<file path="src/rtl/layer_addr_pipe_if.sv">
// Query/result bundle between the ALU address stage and the pixel-fetch unit.
// master drives queries and accepts results; slave is the address pipeline.
interface layer_addr_pipe_if #(
  parameter int DIM_W        = 16,
  parameter int FRAME_W      = 8,
  parameter int ADDR_W       = 27,
  parameter int GLYPH_W_LOG2 = 3,
  parameter int GLYPH_H_LOG2 = 3,
  parameter int TAG_W        = 4
);
  logic                    in_valid;
  logic                    in_ready;
  logic                    in_is_sprite;
  logic [FRAME_W-1:0]      in_frame;
  logic [DIM_W-1:0]        in_height;
  logic [DIM_W-1:0]        in_width;
  logic [DIM_W-1:0]        in_x;
  logic [DIM_W-1:0]        in_y;
  logic [ADDR_W-1:0]       in_base;
  logic [TAG_W-1:0]        in_tag;
  logic                    out_valid;
  logic                    out_ready;
  logic [ADDR_W-1:0]       out_addr;
  logic [GLYPH_W_LOG2-1:0] out_glyph_x;
  logic [GLYPH_H_LOG2-1:0] out_glyph_y;
  logic                    out_oob;
  logic                    out_ovf;
  logic [TAG_W-1:0]        out_tag;

  modport master (
    output in_valid, in_is_sprite, in_frame, in_height, in_width,
           in_x, in_y, in_base, in_tag, out_ready,
    input  in_ready, out_valid, out_addr, out_glyph_x, out_glyph_y,
           out_oob, out_ovf, out_tag
  );

  modport slave (
    input  in_valid, in_is_sprite, in_frame, in_height, in_width,
           in_x, in_y, in_base, in_tag, out_ready,
    output in_ready, out_valid, out_addr, out_glyph_x, out_glyph_y,
           out_oob, out_ovf, out_tag
  );
endinterface

</file>
<file path="src/rtl/layer_addr_pipe.sv">
// Pipelined sprite/text layer RAM address generator.
// Input register, then three compute stages; the whole pipe freezes while the
// output is held by the consumer, so latency is exactly three cycles unstalled.
module layer_addr_pipe #(
  parameter int DIM_W        = 16,
  parameter int FRAME_W      = 8,
  parameter int ADDR_W       = 27,
  parameter int BPP_LOG2     = 1,
  parameter int GLYPH_W_LOG2 = 3,
  parameter int GLYPH_H_LOG2 = 3,
  parameter int CHAR_B_LOG2  = 0,
  parameter int TAG_W        = 4
) (
  input logic              clk,
  input logic              rst,
  layer_addr_pipe_if.slave bus
);
  localparam int PROD_W = 2 * DIM_W;
  localparam int IDX_W  = FRAME_W + 2 * DIM_W + 1;
  localparam int SH_MAX = (BPP_LOG2 > CHAR_B_LOG2) ? BPP_LOG2 : CHAR_B_LOG2;
  localparam int OFF_W  = IDX_W + SH_MAX;
  localparam int SUM_W  = ((ADDR_W > OFF_W) ? ADDR_W : OFF_W) + 1;

  // Splits the full-width sum into {overflow, truncated address}.
  function automatic logic [ADDR_W:0] fit_addr(input logic [SUM_W-1:0] sum);
    return {|sum[SUM_W-1:ADDR_W], sum[ADDR_W-1:0]};
  endfunction

  logic adv;
  logic vld_p0, vld_p1, vld_p2, vld_p3;

  // A result held at the output blocks every stage behind it.
  assign adv          = !(vld_p3 && !bus.out_ready);
  assign bus.in_ready = adv;
  assign bus.out_valid = vld_p3;

  // Valid bits advance together and are flushed by reset.
  always_ff @(posedge clk) begin
    if (rst) begin
      vld_p0 <= 1'b0;
      vld_p1 <= 1'b0;
      vld_p2 <= 1'b0;
    end else if (adv) begin
      vld_p0 <= bus.in_valid;
      vld_p1 <= vld_p0;
      vld_p2 <= vld_p1;
    end
  end

  // ---- input register ----
  logic                    spr_p0;
  logic [FRAME_W-1:0]      frame_p0;
  logic [DIM_W-1:0]        h_p0, w_p0, x_p0, y_p0;
  logic [ADDR_W-1:0]       base_p0;
  logic [TAG_W-1:0]        tag_p0;

  // Capture the query on acceptance.
  always_ff @(posedge clk) begin
    if (adv) begin
      spr_p0   <= bus.in_is_sprite;
      frame_p0 <= bus.in_frame;
      h_p0     <= bus.in_height;
      w_p0     <= bus.in_width;
      x_p0     <= bus.in_x;
      y_p0     <= bus.in_y;
      base_p0  <= bus.in_base;
      tag_p0   <= bus.in_tag;
    end
  end

  // ---- S1: products, bounds, text cell coordinates ----
  logic                    spr_p1, oob_p1;
  logic [FRAME_W-1:0]      frame_p1;
  logic [PROD_W-1:0]       yw_p1, hw_p1;
  logic [DIM_W-1:0]        x_p1, cols_p1, cx_p1, cy_p1;
  logic [ADDR_W-1:0]       base_p1;
  logic [TAG_W-1:0]        tag_p1;
  logic [GLYPH_W_LOG2-1:0] gx_p1;
  logic [GLYPH_H_LOG2-1:0] gy_p1;

  // Zero width or height makes every coordinate out of bounds.
  always_ff @(posedge clk) begin
    if (adv) begin
      spr_p1   <= spr_p0;
      frame_p1 <= frame_p0;
      yw_p1    <= PROD_W'(y_p0) * PROD_W'(w_p0);
      hw_p1    <= PROD_W'(h_p0) * PROD_W'(w_p0);
      oob_p1   <= (x_p0 >= w_p0) || (y_p0 >= h_p0);
      x_p1     <= x_p0;
      cols_p1  <= w_p0 >> GLYPH_W_LOG2;
      cx_p1    <= x_p0 >> GLYPH_W_LOG2;
      cy_p1    <= y_p0 >> GLYPH_H_LOG2;
      base_p1  <= base_p0;
      tag_p1   <= tag_p0;
      gx_p1    <= x_p0[GLYPH_W_LOG2-1:0];
      gy_p1    <= y_p0[GLYPH_H_LOG2-1:0];
    end
  end

  // ---- S2: linear pixel / cell index at full width ----
  logic                    spr_p2, oob_p2;
  logic [IDX_W-1:0]        idx_p2;
  logic [ADDR_W-1:0]       base_p2;
  logic [TAG_W-1:0]        tag_p2;
  logic [GLYPH_W_LOG2-1:0] gx_p2;
  logic [GLYPH_H_LOG2-1:0] gy_p2;

  // Sprite: frame*(h*w) + y*w + x. Text: cy*cols + cx (cols may be zero).
  always_ff @(posedge clk) begin
    if (adv) begin
      spr_p2  <= spr_p1;
      oob_p2  <= oob_p1;
      idx_p2  <= spr_p1 ? IDX_W'(frame_p1) * IDX_W'(hw_p1) + IDX_W'(yw_p1) + IDX_W'(x_p1)
                        : IDX_W'(cy_p1) * IDX_W'(cols_p1) + IDX_W'(cx_p1);
      base_p2 <= base_p1;
      tag_p2  <= tag_p1;
      gx_p2   <= gx_p1;
      gy_p2   <= gy_p1;
    end
  end

  // ---- S3: byte offset, base add, output register ----
  logic [SUM_W-1:0]        off_s3, sum_s3;
  logic [ADDR_W:0]         fit_s3;
  logic [ADDR_W-1:0]       addr_p3;
  logic [GLYPH_W_LOG2-1:0] gx_p3;
  logic [GLYPH_H_LOG2-1:0] gy_p3;
  logic                    oob_p3, ovf_p3;
  logic [TAG_W-1:0]        tag_p3;

  assign off_s3 = spr_p2 ? (SUM_W'(idx_p2) << BPP_LOG2) : (SUM_W'(idx_p2) << CHAR_B_LOG2);
  assign sum_s3 = SUM_W'(base_p2) + off_s3;
  assign fit_s3 = fit_addr(sum_s3);

  // Out-of-bounds results point at the layer base with flags and glyph cleared.
  always_ff @(posedge clk) begin
    if (rst) begin
      vld_p3  <= 1'b0;
      addr_p3 <= '0;
      gx_p3   <= '0;
      gy_p3   <= '0;
      oob_p3  <= 1'b0;
      ovf_p3  <= 1'b0;
      tag_p3  <= '0;
    end else if (adv) begin
      vld_p3  <= vld_p2;
      addr_p3 <= oob_p2 ? base_p2 : fit_s3[ADDR_W-1:0];
      ovf_p3  <= !oob_p2 && fit_s3[ADDR_W];
      gx_p3   <= (oob_p2 || spr_p2) ? '0 : gx_p2;
      gy_p3   <= (oob_p2 || spr_p2) ? '0 : gy_p2;
      oob_p3  <= oob_p2;
      tag_p3  <= tag_p2;
    end
  end

  assign bus.out_addr    = addr_p3;
  assign bus.out_glyph_x = gx_p3;
  assign bus.out_glyph_y = gy_p3;
  assign bus.out_oob     = oob_p3;
  assign bus.out_ovf     = ovf_p3;
  assign bus.out_tag     = tag_p3;
endmodule

</file>
<file path="src/flat_wrapper.sv">
// flat-port wrapper written by rule: the top's interface ports become plain ports
module layer_addr_pipe_flat 
#(
  parameter int DIM_W        = 16,
  parameter int FRAME_W      = 8,
  parameter int ADDR_W       = 27,
  parameter int BPP_LOG2     = 1,
  parameter int GLYPH_W_LOG2 = 3,
  parameter int GLYPH_H_LOG2 = 3,
  parameter int CHAR_B_LOG2  = 0,
  parameter int TAG_W        = 4
)
  (clk, rst, bus_in_valid, bus_in_is_sprite, bus_in_frame, bus_in_height, bus_in_width, bus_in_x, bus_in_y, bus_in_base, bus_in_tag, bus_out_ready, bus_in_ready, bus_out_valid, bus_out_addr, bus_out_glyph_x, bus_out_glyph_y, bus_out_oob, bus_out_ovf, bus_out_tag);
  layer_addr_pipe_if #(.DIM_W(DIM_W), .FRAME_W(FRAME_W), .ADDR_W(ADDR_W), .GLYPH_W_LOG2(GLYPH_W_LOG2), .GLYPH_H_LOG2(GLYPH_H_LOG2), .TAG_W(TAG_W)) bus_i ();
  input logic clk;
  input logic rst;
  input wire logic [$bits(bus_i.in_valid)-1:0] bus_in_valid;
  input wire logic [$bits(bus_i.in_is_sprite)-1:0] bus_in_is_sprite;
  input wire logic [$bits(bus_i.in_frame)-1:0] bus_in_frame;
  input wire logic [$bits(bus_i.in_height)-1:0] bus_in_height;
  input wire logic [$bits(bus_i.in_width)-1:0] bus_in_width;
  input wire logic [$bits(bus_i.in_x)-1:0] bus_in_x;
  input wire logic [$bits(bus_i.in_y)-1:0] bus_in_y;
  input wire logic [$bits(bus_i.in_base)-1:0] bus_in_base;
  input wire logic [$bits(bus_i.in_tag)-1:0] bus_in_tag;
  input wire logic [$bits(bus_i.out_ready)-1:0] bus_out_ready;
  output wire logic [$bits(bus_i.in_ready)-1:0] bus_in_ready;
  output wire logic [$bits(bus_i.out_valid)-1:0] bus_out_valid;
  output wire logic [$bits(bus_i.out_addr)-1:0] bus_out_addr;
  output wire logic [$bits(bus_i.out_glyph_x)-1:0] bus_out_glyph_x;
  output wire logic [$bits(bus_i.out_glyph_y)-1:0] bus_out_glyph_y;
  output wire logic [$bits(bus_i.out_oob)-1:0] bus_out_oob;
  output wire logic [$bits(bus_i.out_ovf)-1:0] bus_out_ovf;
  output wire logic [$bits(bus_i.out_tag)-1:0] bus_out_tag;
  assign bus_i.in_valid = bus_in_valid;
  assign bus_i.in_is_sprite = bus_in_is_sprite;
  assign bus_i.in_frame = bus_in_frame;
  assign bus_i.in_height = bus_in_height;
  assign bus_i.in_width = bus_in_width;
  assign bus_i.in_x = bus_in_x;
  assign bus_i.in_y = bus_in_y;
  assign bus_i.in_base = bus_in_base;
  assign bus_i.in_tag = bus_in_tag;
  assign bus_i.out_ready = bus_out_ready;
  assign bus_in_ready = bus_i.in_ready;
  assign bus_out_valid = bus_i.out_valid;
  assign bus_out_addr = bus_i.out_addr;
  assign bus_out_glyph_x = bus_i.out_glyph_x;
  assign bus_out_glyph_y = bus_i.out_glyph_y;
  assign bus_out_oob = bus_i.out_oob;
  assign bus_out_ovf = bus_i.out_ovf;
  assign bus_out_tag = bus_i.out_tag;
  layer_addr_pipe #(.DIM_W(DIM_W), .FRAME_W(FRAME_W), .ADDR_W(ADDR_W), .BPP_LOG2(BPP_LOG2), .GLYPH_W_LOG2(GLYPH_W_LOG2), .GLYPH_H_LOG2(GLYPH_H_LOG2), .CHAR_B_LOG2(CHAR_B_LOG2), .TAG_W(TAG_W)) u_core (.clk(clk), .rst(rst), .bus(bus_i));
endmodule
</file>
<file path="config.mk">
export PLATFORM = sky130hd
export DESIGN_NAME = layer_addr_pipe_flat
export DESIGN_NICKNAME = d
export VERILOG_FILES = /design/src/rtl/layer_addr_pipe_if.sv /design/src/rtl/layer_addr_pipe.sv /design/src/flat_wrapper.sv
export SDC_FILE = /design/constraint.sdc
export NUM_CORES = 2
export LEC_CHECK = 0
export BUFFER_PORTS_ARGS = -buffer_cell sky130_fd_sc_hd__buf_2
export CAP_MARGIN = 5
export CORE_ASPECT_RATIO = 0.8
export CORE_MARGIN = 2
export CORE_UTILIZATION = 55
export DETAILED_ROUTE_END_ITERATION = 7
export HOLD_SLACK_MARGIN = 0.12
export PLACE_DENSITY_LB_ADDON = 0.1
export SYNTH_ARGS = -nofsm -noshare
export SYNTH_HDL_FRONTEND = slang
export SYNTH_SLANG_ARGS = --single-unit
</file>
<file path="constraint.sdc">
create_clock -name clk -period 46.4 [get_ports clk]
set_input_delay 9.28 -clock clk [delete_from_list [all_inputs] [get_ports clk]]
set_output_delay 9.28 -clock clk [all_outputs]
set_load 0.03 [all_outputs]
</file>
* Yosys cells after proc, flatten, opt, wreduce, memory -nomap -nowiden
Cells that the tools add are included.
Operators by class: magnitude comparators 2, multiplexer cells 5, reductions and logical operators 8, add/subtract/negate cells 4, multiply operators 4
Operators with widths (number):
- 16-bit by 16-bit multiplier with 32-bit output | 2
- 27-bit by 43-bit adder with 43-bit output | 1
- 42-bit 2-to-1 mux | 1
- 40-bit by 32-bit adder with 41-bit output | 1
- 41-bit by 16-bit adder with 41-bit output | 1
- 41-bit 2-to-1 mux | 1
- 8-bit by 32-bit multiplier with 40-bit output | 1
- 32-bit by 13-bit adder with 33-bit output | 1
- 16-bit >= comparator | 2
- 27-bit 2-to-1 mux | 1
- 13-bit by 13-bit multiplier with 26-bit output | 1
- 16-bit OR reduction | 1
- 3-bit 2-to-1 mux | 2
- 1-bit logical NOT | 3
- 1-bit logical AND | 2
- 1-bit logical OR | 2
Word-level totals: logic and storage cells 61, output and inout bits 41, input bits 108, flip-flop bits (word level) 393

* Logic depth before layout (Yosys ltp)
word-level depth 4, mapped depth 27, mapped depth without buffers 26

* Least setup slack after synthesis
OpenSTA, ideal clock, no wires.
path kind in2out, start point input port bus_out_ready, end point output port bus_in_ready, data required time 37.120 ns, path slack 18.056 ns, buffers on the path 2, cell stages on the path 4, arrival 19.064 ns, path through nor2b_1 > clkbuf_1 > inv_2 > clkbuf_1
Between the ends: word-level cells in the longest chain between the ends 3
Ends and longest elaborated chain:
- start: declaration | RTL line flat_wrapper.sv:26 | input wire logic [$bits(bus_i.out_ready)-1:0] bus_out_ready;
- 1-bit logical NOT | RTL line layer_addr_pipe.sv:33 | assign adv = !(vld_p3 && !bus.out_ready);
- 1-bit logical AND | RTL line layer_addr_pipe.sv:33
- 1-bit logical NOT | RTL line layer_addr_pipe.sv:33
- end: declaration | RTL line flat_wrapper.sv:27 | output wire logic [$bits(bus_i.in_ready)-1:0] bus_in_ready;
Every way passes these cells.

* Final worst setup path
Ends and elaborated chain as after synthesis.

==> results.sh <==
export IMPL_status="finished, final reports clean"
export IMPL_track_usage=0.2744
export IMPL_path_depth=5
export IMPL_insertion_delay_ns=0.61
export IMPL_drt_iter0_markers=2260
export IMPL_timing_fmax_mhz=50.69
export IMPL_crit_path_end="bus_in_ready"
export IMPL_dieArea_um2=87970
export IMPL_synth_edf_count=334
export IMPL_wl_per_cell_um=19.07
export IMPL_clk_pin_slew_worst_paths_ns=0.06
export IMPL_holdBufCountCts=0
export IMPL_r2r_slack_ns=38.54
export IMPL_cp_top_family="buffers and inverters"
export IMPL_fin_crit_ns=19.73
export IMPL_postCtsResizedCells=0
export IMPL_grt_ovfl_total=0
export IMPL_end_kind="output port"
export IMPL_rsz0062_at_grt="false"
export IMPL_routed_via_count=33270
export IMPL_start_util=0.5578
export IMPL_htree_num_levels=2
export IMPL_finClkSkew_ns=0.03924
export IMPL_rr_startpoint="u_core.y_p0[12]"
export IMPL_core_um2=84390
export IMPL_cts_root_buf="clkbuf_16"
export IMPL_cts_setup_buffers=0
export IMPL_tightest_slew_ns=1.120
export IMPL_crit_slowest_cell="buf_4"
export IMPL_max_cap_viol_count=0
export IMPL_cts_tree="yes"
export IMPL_rows=95
export IMPL_max_slew_margin_rel=0.2536
export IMPL_syn_cell_area_um2=47080
export IMPL_clk_path_buf_depth=3
export IMPL_grt_pass1_vias=34670
export IMPL_synth_cells=4807
export IMPL_layout_common_cells="inv_1, fa_1, nand2_1"
export IMPL_setup_tns_ns=0
export IMPL_async_flop_share=0
export IMPL_synth_seq_cells=377
export IMPL_min_path_type="register to register"
export IMPL_critPathBufInv=4
export IMPL_die_w_um=331.1
export IMPL_routabilityCongestion=0.8907
export IMPL_grt_start_max_net_pins=87
export IMPL_port_buffers=148
export IMPL_fillers=7350
export IMPL_cts_buffers_inserted=42
export IMPL_grt_pass1_wl_um=188400
export IMPL_dp_hpwl_um=89160
export IMPL_critPathMaxFanout=26
export IMPL_final_seq_area_um2=10890
export IMPL_antenna_left=0
export IMPL_final_common_cell="inv_1"
export IMPL_crit_chain="buf_2, nor2b_4, buf_4, inv_8, buf_2"
export IMPL_ioPinCount=149
export IMPL_crit_path_start="bus_out_ready"
export IMPL_drive_above_1_share=0.06343
export IMPL_synth_main_ff_cell="edfxtp_1"
export IMPL_cp_common_cell="buf_2"
export IMPL_rr_worst_depth=23
export IMPL_multi_input_area_um2=32060
export IMPL_synth_avg_cell_area_um2=9.794
export IMPL_yosysWarnings=0
export IMPL_crit_type="input port to output port"
export IMPL_route_detailed_drc=0
export IMPL_yosysSeqAreaShare=0.2313
export IMPL_cts_sinks=377
export IMPL_rr_endpoint="u_core.yw_p1[30]"
export IMPL_viasPerCell=5.526
export IMPL_crit_arrival_ns=10.45
export IMPL_startpoint_type="input port"
export IMPL_post_route_period_util=0.4252
export IMPL_antenna_found_initial=2
export IMPL_area_growth_pct=6.830
export IMPL_wl_um=114800
export IMPL_slew_violations=0
export IMPL_synth_distinct_cells=79
export IMPL_finalHoldViolCount=0
export IMPL_drt_pass1_iter_count=6
export IMPL_cp_required_ns=37.12
export IMPL_finalSetupViolations=0
export IMPL_nets=6158
export IMPL_slowest_delay_ns=0.35
export IMPL_die_h_um=265.7
export IMPL_syn_num_nets=6094
==> flip-flops by register name (all words and copies together), names as in the netlist, 4 cells and up <==
| name | cells |
|---|---|
| u_core.frame_p0 | 8 |
| u_core.hw_p1 | 32 |
| u_core.x_p0 | 16 |
| u_core.tag_p2 | 4 |
| u_core.w_p0 | 16 |
| u_core.base_p2 | 27 |
| u_core.cols_p1 | 13 |
| u_core.tag_p0 | 4 |
| u_core.h_p0 | 16 |
| u_core.tag_p1 | 4 |
| u_core.yw_p1 | 32 |
| u_core.idx_p2 | 41 |
| u_core.frame_p1 | 8 |
| u_core.cy_p1 | 13 |
| u_core.x_p1 | 14 |
| u_core.y_p0 | 16 |
| u_core.base_p1 | 27 |
| u_core.bus.out_tag | 4 |
| u_core.bus.out_addr | 27 |
| u_core.base_p0 | 27 |
==> area by class of cell <==
cell class,instances,share of cell area
multi-input combinational,3328,0.6374
sequential,377,0.2165
inverter,931,0.06963
tap,1115,0.02774
clock buffer,52,0.02184
timing repair buffer,191,0.02115
clock inverter,24,0.005598
antenna,2,0.00009951
==> worst min-delay path by stage <==
stage                         end  slack (ns)  depth (start not counted)               start
2_1_floorplan   u_core.base_p1[0]        0.40                          0   u_core.base_p0[0]
4_1_cts          u_core.tag_p2[3]        0.41                          0    u_core.tag_p1[3]
5_1_grt          u_core.tag_p2[2]        0.42                          0    u_core.tag_p1[2]
3_3_place_gp     u_core.tag_p2[3]        0.40                          0    u_core.tag_p1[3]
6_report       u_core.base_p1[21]        0.42                          0  u_core.base_p0[21]
3_5_place_dp    u_core.base_p2[4]        0.40                          0   u_core.base_p1[4]
==> logic make-up (layout without fill, tap and decap cells) <==
logic type / after synthesis / count (layout) / share of synthesized area
and+or+nand+nor: 1417 / 1417 / 0.1388
xor gates and xnor gates: 156 / 156 / 0.02902
DFF: 377 / 377 / 0.2313
buffers and inverters: 1102 / 1198 / 0.08789
adders and majority gates: 1179 / 1179 / 0.4309
other: 0 / 2 / 0
AOI/OAI and AO/OA: 539 / 539 / 0.07343
muxes: 37 / 37 / 0.008611
==> Yosys cell counts, types with 24 or more instances <==
cell | number | area (µm²)
a21oi_1 | 158 | 790.8
xnor2_1 | 102 | 893.4
a21o_1 | 70 | 525.5
clkbuf_1 | 160 | 600.6
mux2_2 | 28 | 315.3
ha_1 | 442 | 5530
dfxtp_1 | 43 | 860.8
xor2_1 | 54 | 473.0
fa_1 | 737 | 14750
edfxtp_1 | 334 | 10030
nand3_1 | 39 | 195.2
o21a_1 | 26 | 195.2
inv_1 | 925 | 3472
nor3_1 | 47 | 235.2
nand2_1 | 702 | 2635
o21ai_0 | 113 | 565.5
o21bai_1 | 24 | 180.2
nor2_1 | 210 | 788.3
a211oi_1 | 26 | 195.2
and2_1 | 298 | 1864
==> per-stage QoR <==
step                      utilization  hold slack [ns]  cell area [µm²]  worst slack, ns  instances
after CTS                      0.5959           0.4145            50290            26.65       6018
after detailed placement       0.5795           0.4045            48910            26.65       5942
after floorplan                     -           0.4003            47080            18.06       4807
after global routing           0.5959           0.4218            50290            26.60       6018
after global placement         0.5795           0.4007            48910            26.67       5942
final                          0.5959           0.4152            50290            26.67       6020
==> per-layer routing <==
metal | part of all wire | vias up | GRT usage
met2 | 0.45 | 1047 | 0.4303
li1 | - | 15290 | -
met3 | 0.074 | 164 | 0.04915
met5 | 0.00011 | - | 0
met4 | 0.029 | 2 | 0.07463
met1 | 0.45 | 16760 | 0.3933
Power is left out: the tool's default activity adds up to more than one toggle a clock period on the data nets, which glitch-free logic cannot reach.
